File: src/rtl/ifetch_queue.sv
// Instruction-fetch front end: sequential word fetch over req/ack into a
// small FIFO feeding IF/ID, with redirect flush and in-flight drop.
module ifetch_queue #(
  parameter int          DEPTH    = 4,
  parameter logic [31:0] RESET_PC = 32'h0000_0000
) (
  input  logic                       clk,
  input  logic                       rst,
  output logic                       mem_req,
  output logic [31:0]                mem_addr,
  input  logic                       mem_ack,
  input  logic [31:0]                mem_rdata,
  input  logic                       stall,
  input  logic                       redirect,
  input  logic [31:0]                redirect_pc,
  output logic                       ins_valid,
  output logic [31:0]                ins,
  output logic [31:0]                ins_pc,
  output logic [31:0]                ins_pc_plus4,
  output logic [$clog2(DEPTH):0]     level
);

  localparam int AW = $clog2(DEPTH);
  localparam int LW = AW + 1;

  typedef enum logic [1:0] {IDLE, BUSY, DROP} state_t;

  state_t          state;
  logic [31:0]     data_q [DEPTH];
  logic [31:0]     pc_q   [DEPTH];
  logic [AW-1:0]   rd_ptr;
  logic [AW-1:0]   wr_ptr;
  logic [LW-1:0]   level_q;
  logic [31:0]     fetch_pc;

  logic            push;
  logic            pop;
  logic            space;
  logic [LW-1:0]   nxt_level;

  always_comb begin
    push      = mem_req & mem_ack & (state == BUSY) & ~redirect;
    pop       = ins_valid & ~stall & ~redirect;
    nxt_level = level_q + LW'(push) - LW'(pop);
    if (redirect)
      nxt_level = '0;
    // the request launched at this edge occupies one more slot
    space     = nxt_level < LW'(DEPTH);
  end

  assign ins_valid    = level_q != '0;
  assign level        = level_q;
  assign ins          = ins_valid ? data_q[rd_ptr] : 32'h0;
  assign ins_pc       = ins_valid ? pc_q[rd_ptr] : 32'h0;
  assign ins_pc_plus4 = ins_valid ? pc_q[rd_ptr] + 32'd4 : 32'h0;

  always_ff @(posedge clk) begin
    if (push) begin
      data_q[wr_ptr] <= mem_rdata;
      pc_q[wr_ptr]   <= mem_addr;
    end
  end

  always_ff @(posedge clk or posedge rst) begin
    if (rst) begin
      state    <= IDLE;
      mem_req  <= 1'b0;
      mem_addr <= 32'h0;
      fetch_pc <= RESET_PC;
      rd_ptr   <= '0;
      wr_ptr   <= '0;
      level_q  <= '0;
    end else begin
      level_q <= nxt_level;
      if (push)
        wr_ptr <= wr_ptr + 1'b1;
      if (pop)
        rd_ptr <= rd_ptr + 1'b1;
      if (redirect) begin
        rd_ptr   <= '0;
        wr_ptr   <= '0;
        fetch_pc <= redirect_pc & ~32'h3;
      end
      unique case (state)
        IDLE: begin
          if (!redirect && space) begin
            mem_req  <= 1'b1;
            mem_addr <= fetch_pc;
            fetch_pc <= fetch_pc + 32'd4;
            state    <= BUSY;
          end
        end
        BUSY: begin
          if (redirect) begin
            if (mem_ack) begin
              mem_req <= 1'b0;
              state   <= IDLE;
            end else begin
              state   <= DROP;
            end
          end else if (mem_ack) begin
            if (space) begin
              mem_addr <= fetch_pc;
              fetch_pc <= fetch_pc + 32'd4;
            end else begin
              mem_req <= 1'b0;
              state   <= IDLE;
            end
          end
        end
        DROP: begin
          if (mem_ack) begin
            mem_req <= 1'b0;
            state   <= IDLE;
          end
        end
        default: begin
          mem_req <= 1'b0;
          state   <= IDLE;
        end
      endcase
    end
  end

endmodule

File: config.mk
export PLATFORM = sky130hd
export DESIGN_NAME = ifetch_queue
export DESIGN_NICKNAME = d
export VERILOG_FILES = /design/src/rtl/ifetch_queue.sv
export SDC_FILE = /design/constraint.sdc
export NUM_CORES = 1
export LEC_CHECK = 0
export ABC_AREA = 1
export BUFFER_PORTS_ARGS = -buffer_cell sky130_fd_sc_hd__buf_2
export CAP_MARGIN = 20
export CORE_AREA = 4 4 170 172
export DETAILED_ROUTE_END_ITERATION = 8
export DIE_AREA = 0 0 174 176
export GPL_TIMING_DRIVEN = 0
export PLACE_DENSITY = 0.79
export SYNTH_ARGS = -nofsm -noshare
export SYNTH_HDL_FRONTEND = slang
export SYNTH_SLANG_ARGS = --single-unit
File: constraint.sdc
create_clock -name clk -period 5.5 [get_ports clk]
set_input_delay 0.55 -clock clk [delete_from_list [all_inputs] [get_ports clk]]
set_output_delay 0.55 -clock clk [all_outputs]
set_load 0.05 [all_outputs]
==> results.py, run 1 <==
metrics = {
    "status": {
        "status": "finished, final reports clean",
    },
    "sta": {
        "slew_headroom": 0.2270,
        "clock.fmax_mhz": 230.5,
        "finalMaxSlewViolations": 0,
        "period_share": 0.7889,
        "finalHoldViolations": 0,
        "finalClockSkew_ns": 0.01477,
        "setup_viol": 0,
        "fin_crit_ns": 4.339,
        "rsz0062_at_grt": "no",
        "tightest_slew_ns": 1.155,
    },
    "clock_network": {
        "cts_tree": "done",
        "cts_sinks": 330,
        "clock_latency_ns": 0.52,
        "cts_made_buffers": 34,
        "cts_setup_buffers": 0,
        "htreeDepth": 2,
        "clockBufferDepth": 3,
        "clkTransAtPathRegs_ns": 0.07,
        "cts-root-buf": "clkbuf_16",
        "holdBufCountCts": 0,
        "postCtsResizedCells": 0,
    },
    "logic_synthesis": {
        "synthFlopType": "edfxtp_1",
        "yosys.area.top_type": "edfxtp_1",
        "synth_top_area_frac": 0.4911,
        "synth-edff-count": 256,
        "yosys.area_share.simple": 0.2479,
        "synthMuxAreaShare": 0,
        "synth_xor_area_frac": 0.007274,
        "syn_area_mm2": 0.01565,
        "yosysMostFrequentCell": "nand2_1",
        "yosysWarnings": 0,
        "synth_top_family_by_area": "simple AND/OR/NAND/NOR gates",
        "synthTopCellsByCount": "nand2_1 (493), nor2_1 (306), edfxtp_1 (256)",
        "synth_fa_ha_area_frac": 0.007673,
        "syn_nets": 1808,
        "synthCells": 1730,
        "yosys-top-cells-area": "edfxtp_1 (49%), dfrtp_1 (12%), nand2_1 (12%), nor2_1 (7.3%), o21ai_0 (4.6%)",
        "seq_area_frac_synth": 0.6094,
        "async_flop_share": 0.2242,
        "synth-compound-area-share": 0.07425,
        "avgSynthCellArea_um2": 9.048,
        "synthDistinctLibCells": 39,
        "ys_ff_latch": 330,
    },
    "setup_path": {
        "endpoint_kind": "flop",
        "cp.arrival_ns": 4.71,
        "reg2reg_setup_slack_ns": 1.16,
        "cp-start-kind": "flop",
        "r2r_start": "level[1]",
        "critPathKind": "reg2reg",
        "r2r.worst_path.cells": 18,
        "crit_required_ns": 5.87,
        "crit_fanout": 10,
        "r2r-end": "fetch_pc[23]",
        "crit_start": "level[1]",
    },
    "global_route": {
        "grt_pass1_vias": 12470,
        "grt_max_degree": 40,
        "grt_pass1_wl_um": 70000,
        "antenna_found_initial": 1,
        "grt_overflow_total": 0,
        "grt_usage": 0.2925,
    },
    "finish": {
        "multi_input_area_mm2": 0.005306,
        "drive_gt1_frac": 0.1577,
        "fillerInstances": 2163,
        "nets": 2051,
        "final_area_mm2": 0.01838,
        "areaGrowthSynthToFinish_pct": 17.39,
        "seqCellArea_mm2": 0.009539,
    },
    "power_and_ir_drop": {
        "vdd_drop_max_uv": 473.6,
        "power_density_mw_per_mm2": 575.4,
        "p_total_mw": 10.57,
        "cellLeakagePower_nw": 7.992,
    },
    "floorplan": {
        "start_util": 0.5697,
        "rows": 61,
        "die_area_mm2": 0.03062,
        "core_area_mm2": 0.02748,
        "die_x_um": 174,
        "die_h_um": 176,
        "io_pins": 202,
    },
    "placement": {
        "dp_hpwl_um": 32570,
        "port_buffers": 198,
        "place_congestion": 0.9504,
        "dpl-instance-area_mm2": 0.01731,
    },
    "routing": {
        "num_vias": 13220,
        "drtIter0Drc": 1519,
        "firstDrtPassIters": 5,
        "ant_nets": 0,
        "wl_per_cell_um": 19.58,
        "drt_wl_total_um": 45920,
        "drc": 0,
        "avgViaCountPerCell": 5.637,
    },
    "run": {
        "maxCapViolCount": 0,
    },
    "hold_path": {
        "holdCritPathClass": "in2async",
    },
}
-- worst max path at each step --
| stage | end | slack (ns) | cells past startpoint |
|---|---|---|---|
| 2_1_floorplan | data_q[0][0] | 0.88 | 6 |
| 3_3_place_gp | pc_q[1][10] | -1.66 | 6 |
| 3_5_place_dp | fetch_pc[23] | 0.82 | 17 |
| 4_1_cts | fetch_pc[23] | 1.23 | 18 |
| 5_1_grt | fetch_pc[9] | 0.90 | 19 |
| 6_report | fetch_pc[23] | 1.16 | 18 |
-- state kept, by name, indices dropped and copies added (netlist names) --
signal,cells
state,2
wr_ptr,2
level,3
mem_req,1
data_q,128
fetch_pc,32
pc_q,128
mem_addr,32
rd_ptr,2
-- stage by stage --
stage / setup TNS (ns) / std cells / hold WS, ns / setup slack, ns / util
floorplan: 0 / 1730 / 0.4426 / 0.8757 / -
global placement: -412.47 / 2274 / 0.4544 / -1.663 / 0.6215
detailed placement: 0 / 2283 / 0.4687 / 0.8246 / 0.6298
CTS: 0 / 2344 / 0.07189 / 1.230 / 0.6687
global route: 0 / 2345 / 0.09700 / 0.9039 / 0.6688
finish: 0 / 2345 / 0.06757 / 1.161 / 0.6688
-- layer usage --
layer	wire length [um]	global-route usage	up-vias	part of all wire
li1	-	-	6231	-
met1	19010	0.4084	6248	0.41
met2	21890	0.4835	662	0.48
met3	3714	0.03833	78	0.081
met4	1295	0.09535	0	0.028
met5	0	0	-	0
-- worst max-delay path: stages, from the launching register on --
cell	delay [ns]
dfrtp_1	0.42
inv_1	0.08
nand2_1	0.08
nor2_1	0.87
nor2_1	0.13
inv_1	0.13
nor2_1	0.07
ha_1	0.33
inv_1	0.07
ha_1	0.13
inv_1	0.05
fa_1	0.38
inv_1	0.07
nand2_1	0.08
nand2_1	0.13
nand2_2	0.13
nor2_4	0.30
clkbuf_1	0.53
o21ai_0	0.18
-- report_power, final --
part	switching [mW]	leakage (nW)	internal [mW]
clock	0.950	0.520	1.28
combinational	3.86	4.23	1.05
sequential	0.364	3.24	3.07
-- cell type report --
class | instances | share of cell area
Timing Repair Buffer | 207 | 0.06455
Clock buffer | 45 | 0.04970
Buffer | 77 | 0.02158
Inverter | 117 | 0.02417
Clock inverter | 16 | 0.008443
Multi-Input combinational cell | 1206 | 0.2888
Sequential cell | 330 | 0.5191
Tap cell | 346 | 0.02356
Antenna cell | 1 | 0.0001362
-- cells in the final DEF (no fill, tap or decap), types with 10 or more instances in the layout --
cell type	count
xor2_1	12
nand2_1	493
nand4_1	13
edfxtp_1	256
clkbuf_16	35
clkbuf_1	42
dfrtp_1	74
nor2_1	302
buf_1	10
nor3_1	13
a21oi_1	53
buf_2	218
inv_1	112
o21ai_0	145
nand3_1	114
-- cells by family (layout without fill, tap and decap cells) --
| logic type | Yosys count | in the layout |
|---|---|---|
| XOR/XNOR | 13 | 13 |
| other | 0 | 1 |
| buffers and inverters | 194 | 462 |
| adder cells (fa/ha/maj) | 9 | 9 |
| AO/OA/AOI/OAI | 222 | 222 |
| flip-flops | 330 | 330 |
| AND/OR/NAND/NOR | 962 | 962 |
No activity file was read; power rests on OpenSTA's default activity.
==> inputs of run 2 (changes only) <==
- CORE_AREA: 4 4 170 172 -> 4 4 177 179
- DIE_AREA: 0 0 174 176 -> 0 0 181 183
- PLACE_DENSITY: 0.79 -> 0.77
- clock period: 5.5 -> 3.85 ns (I/O delays scaled with it)
==> run 2 against run 1 <==
  * Sequential power increased by 43%
  * Worst setup slack worse by 0.99 ns
  * Total power grew 44%
  * Critical path depth decreased by 1
  * Non-clock buffer count is 5 higher
  * Flip-flop and latch count unchanged
  * Count of clock-buffer cells in the layout shrank 3
  * Die area up 8.2%
  * Combinational power increased by 44%
  * First-iteration DRC count decreased by 9.3%
  * Critical path type is now reg2out
  * Critical endpoint is now ins_pc_plus4[20]
  * Highest routed layer unchanged
==> results.py, run 2 (synthesized netlist as in run 1, its figures left out) <==
metrics = {
    "sta": {
        "tightest_slew_ns": 0.8219,
        "fin_crit_ns": 3.680,
        "setup_slack_ns": 0.1700,
        "period_share": 0.9558,
        "fin_hold_ws_ns": 0.07777,
        "rsz0062_at_grt": "no",
        "setup_viol": 0,
        "finalHoldViolations": 0,
        "slew_headroom": 0.4520,
        "finalClockSkew_ns": 0.01785,
        "fin_tns_setup_ns": 0,
        "finalMaxSlewViolations": 0,
        "clock.fmax_mhz": 271.7,
    },
    "global_route": {
        "antenna_found_initial": 1,
        "grt_overflow_total": 0,
        "grt_usage": 0.2684,
        "grt_pass1_vias": 12540,
        "grt_pass1_wl_um": 69990,
        "grt_max_degree": 70,
    },
    "finish": {
        "finish.utilization": 0.6276,
        "drive_gt1_frac": 0.1676,
        "final_area_mm2": 0.01855,
        "final_cell_mix": "nand2_1 (491), nor2_1 (300), edfxtp_1 (256)",
        "fillerInstances": 2424,
        "fin_cells": 2396,
        "final_common_cell": "nand2_1",
        "layout_top_registers": "data_q: 128 flops, pc_q: 128 flops",
        "areaGrowthSynthToFinish_pct": 18.51,
        "nets": 2058,
    },
    "setup_path": {
        "crit_buf_inv": 5,
        "cpMostUsedCell": "nor2_1",
        "cp_cell_sequence": "buf_6 > inv_4 > buf_6 > nor2_1 > nor2_1 > o21ai_1 > nand2_2 > ha_1 > inv_1 > nor2_2 > nand3_1 > nor2_2 > nand3_1 > nand2_1 > nand2_1 > nor2_1 > buf_2",
        "cp_num_cells": 17,
        "critical_path.max_stage_delay_ns": 0.37,
        "critPathKind": "reg2out",
        "path_delay_family": "simple AND/OR/NAND/NOR gates",
        "cp.arrival_ns": 3.29,
        "crit_required_ns": 3.46,
        "cp-start-kind": "flop",
        "r2r.worst_path.cells": 18,
        "crit_fanout": 10,
        "critPathSlowestCell": "dfrtp_1",
        "endpoint_kind": "output pin",
    },
    "clock_network": {
        "clkTransAtPathRegs_ns": 0.06,
        "cts_made_buffers": 36,
        "cts_tree": "done",
        "clock_latency_ns": 0.53,
        "htreeDepth": 2,
        "cts-root-buf": "clkbuf_16",
        "clockBufferDepth": 3,
        "cts_sinks": 330,
    },
    "power_and_ir_drop": {
        "power_density_mw_per_mm2": 818.3,
        "p_total_mw": 15.18,
        "cellLeakagePower_nw": 8.055,
        "vdd_drop_max_uv": 545.0,
    },
    "routing": {
        "firstDrtPassIters": 7,
        "drt_wl_total_um": 45900,
        "drc": 0,
        "avgViaCountPerCell": 5.472,
        "ant_nets": 0,
        "num_vias": 13110,
        "drtIter0Drc": 1377,
        "wl_per_cell_um": 19.16,
    },
    "floorplan": {
        "rows": 63,
        "core_area_mm2": 0.02956,
        "die_h_um": 183,
        "start_util": 0.5296,
        "die_area_mm2": 0.03312,
        "die_x_um": 181,
        "io_pins": 202,
    },
    "placement": {
        "port_buffers": 198,
        "dpl-instance-area_mm2": 0.01740,
        "placed_cells": 2328,
        "dp_slack_ns": -0.7618,
        "place_congestion": 0.9356,
        "dp_hpwl_um": 33000,
    },
    "hold_path": {
        "holdCritPathClass": "in2reg",
        "min_path_cells": 1,
    },
    "run": {
        "maxCapViolCount": 0,
    },
    "status": {
        "status": "finished, final reports clean",
    },
}
## run 2: cell types whose count changed in the layout (fill, tap and decap cells not counted), sizes merged
cell / before / now
bufinv: 2 / 1
clkinvlp: 1 / 4
dlygate4sd3: 0 / 1
buf: 252 / 256
clkbuf: 77 / 74
clkinv: 10 / 13
## run 2: path summary, 6_finish.rpt
path	start	endpoint	slack, ns
setup / recovery	rd_ptr[0]	ins_pc_plus4[20]	0.17
hold / removal	mem_rdata[15]	data_q[0][15]	0.08
setup reg to reg	state[1]	mem_addr[18]	0.32
hold reg to reg	fetch_pc[0]	fetch_pc[0]	0.48
max in group asynchronous	rst	fetch_pc[29]	2.99
min in group asynchronous	rst	level[2]	0.29
## run 2: worst reg2reg max path, delay by kind of cell (launching register included)
family                     cells  cell delay (ns)
DFF                            1             0.47
AOI/OAI and AO/OA              1             0.22
and+or+nand+nor                7             1.09
adders and majority gates      3             0.82
buffers and inverters          7             0.84
## run 2: layout make-up
cell class / count / area [um^2] / share of cell area
Clock inverter: 21 / 175.2 / 0.009442
Inverter: 117 / 444.2 / 0.02394
Sequential cell: 330 / 9539 / 0.5142
Clock buffer: 42 / 923.4 / 0.04977
Antenna cell: 1 / 2.502 / 0.0001349
Timing Repair Buffer: 212 / 1251 / 0.06744
Multi-Input combinational cell: 1206 / 5326 / 0.2871
Tap cell: 390 / 488.0 / 0.02630
Buffer: 77 / 401.6 / 0.02165
## run 2: routing by layer
| metal | part of all wire | track usage | routed length [um] | vias up |
|---|---|---|---|---|
| li1 | - | - | - | 6257 |
| met1 | 0.42 | 0.3745 | 19160 | 6210 |
| met2 | 0.48 | 0.4479 | 22170 | 563 |
| met3 | 0.074 | 0.03947 | 3380 | 81 |
| met4 | 0.026 | 0.07205 | 1191 | 0 |
| met5 | 0 | 0 | 0 | - |
## run 2: power breakdown
| group | internal (mW) | switching (mW) |
|---|---|---|
| logic | 1.53 | 5.52 |
| registers | 4.39 | 0.516 |
| clock network | 1.81 | 1.41 |
| total | 7.74 | 7.45 |
## run 2: timing repair
| action | in CTS | in global routing |
|---|---|---|
| setup endpoints to repair | 59 | 57 |
| pin swaps | 0 | 2 |
| buffers inserted | 0 | 3 |
| gates resized for setup | 5 | 7 |
| hold buffers | 1 | 0 |
| hold endpoints to repair | 5 | 0 |
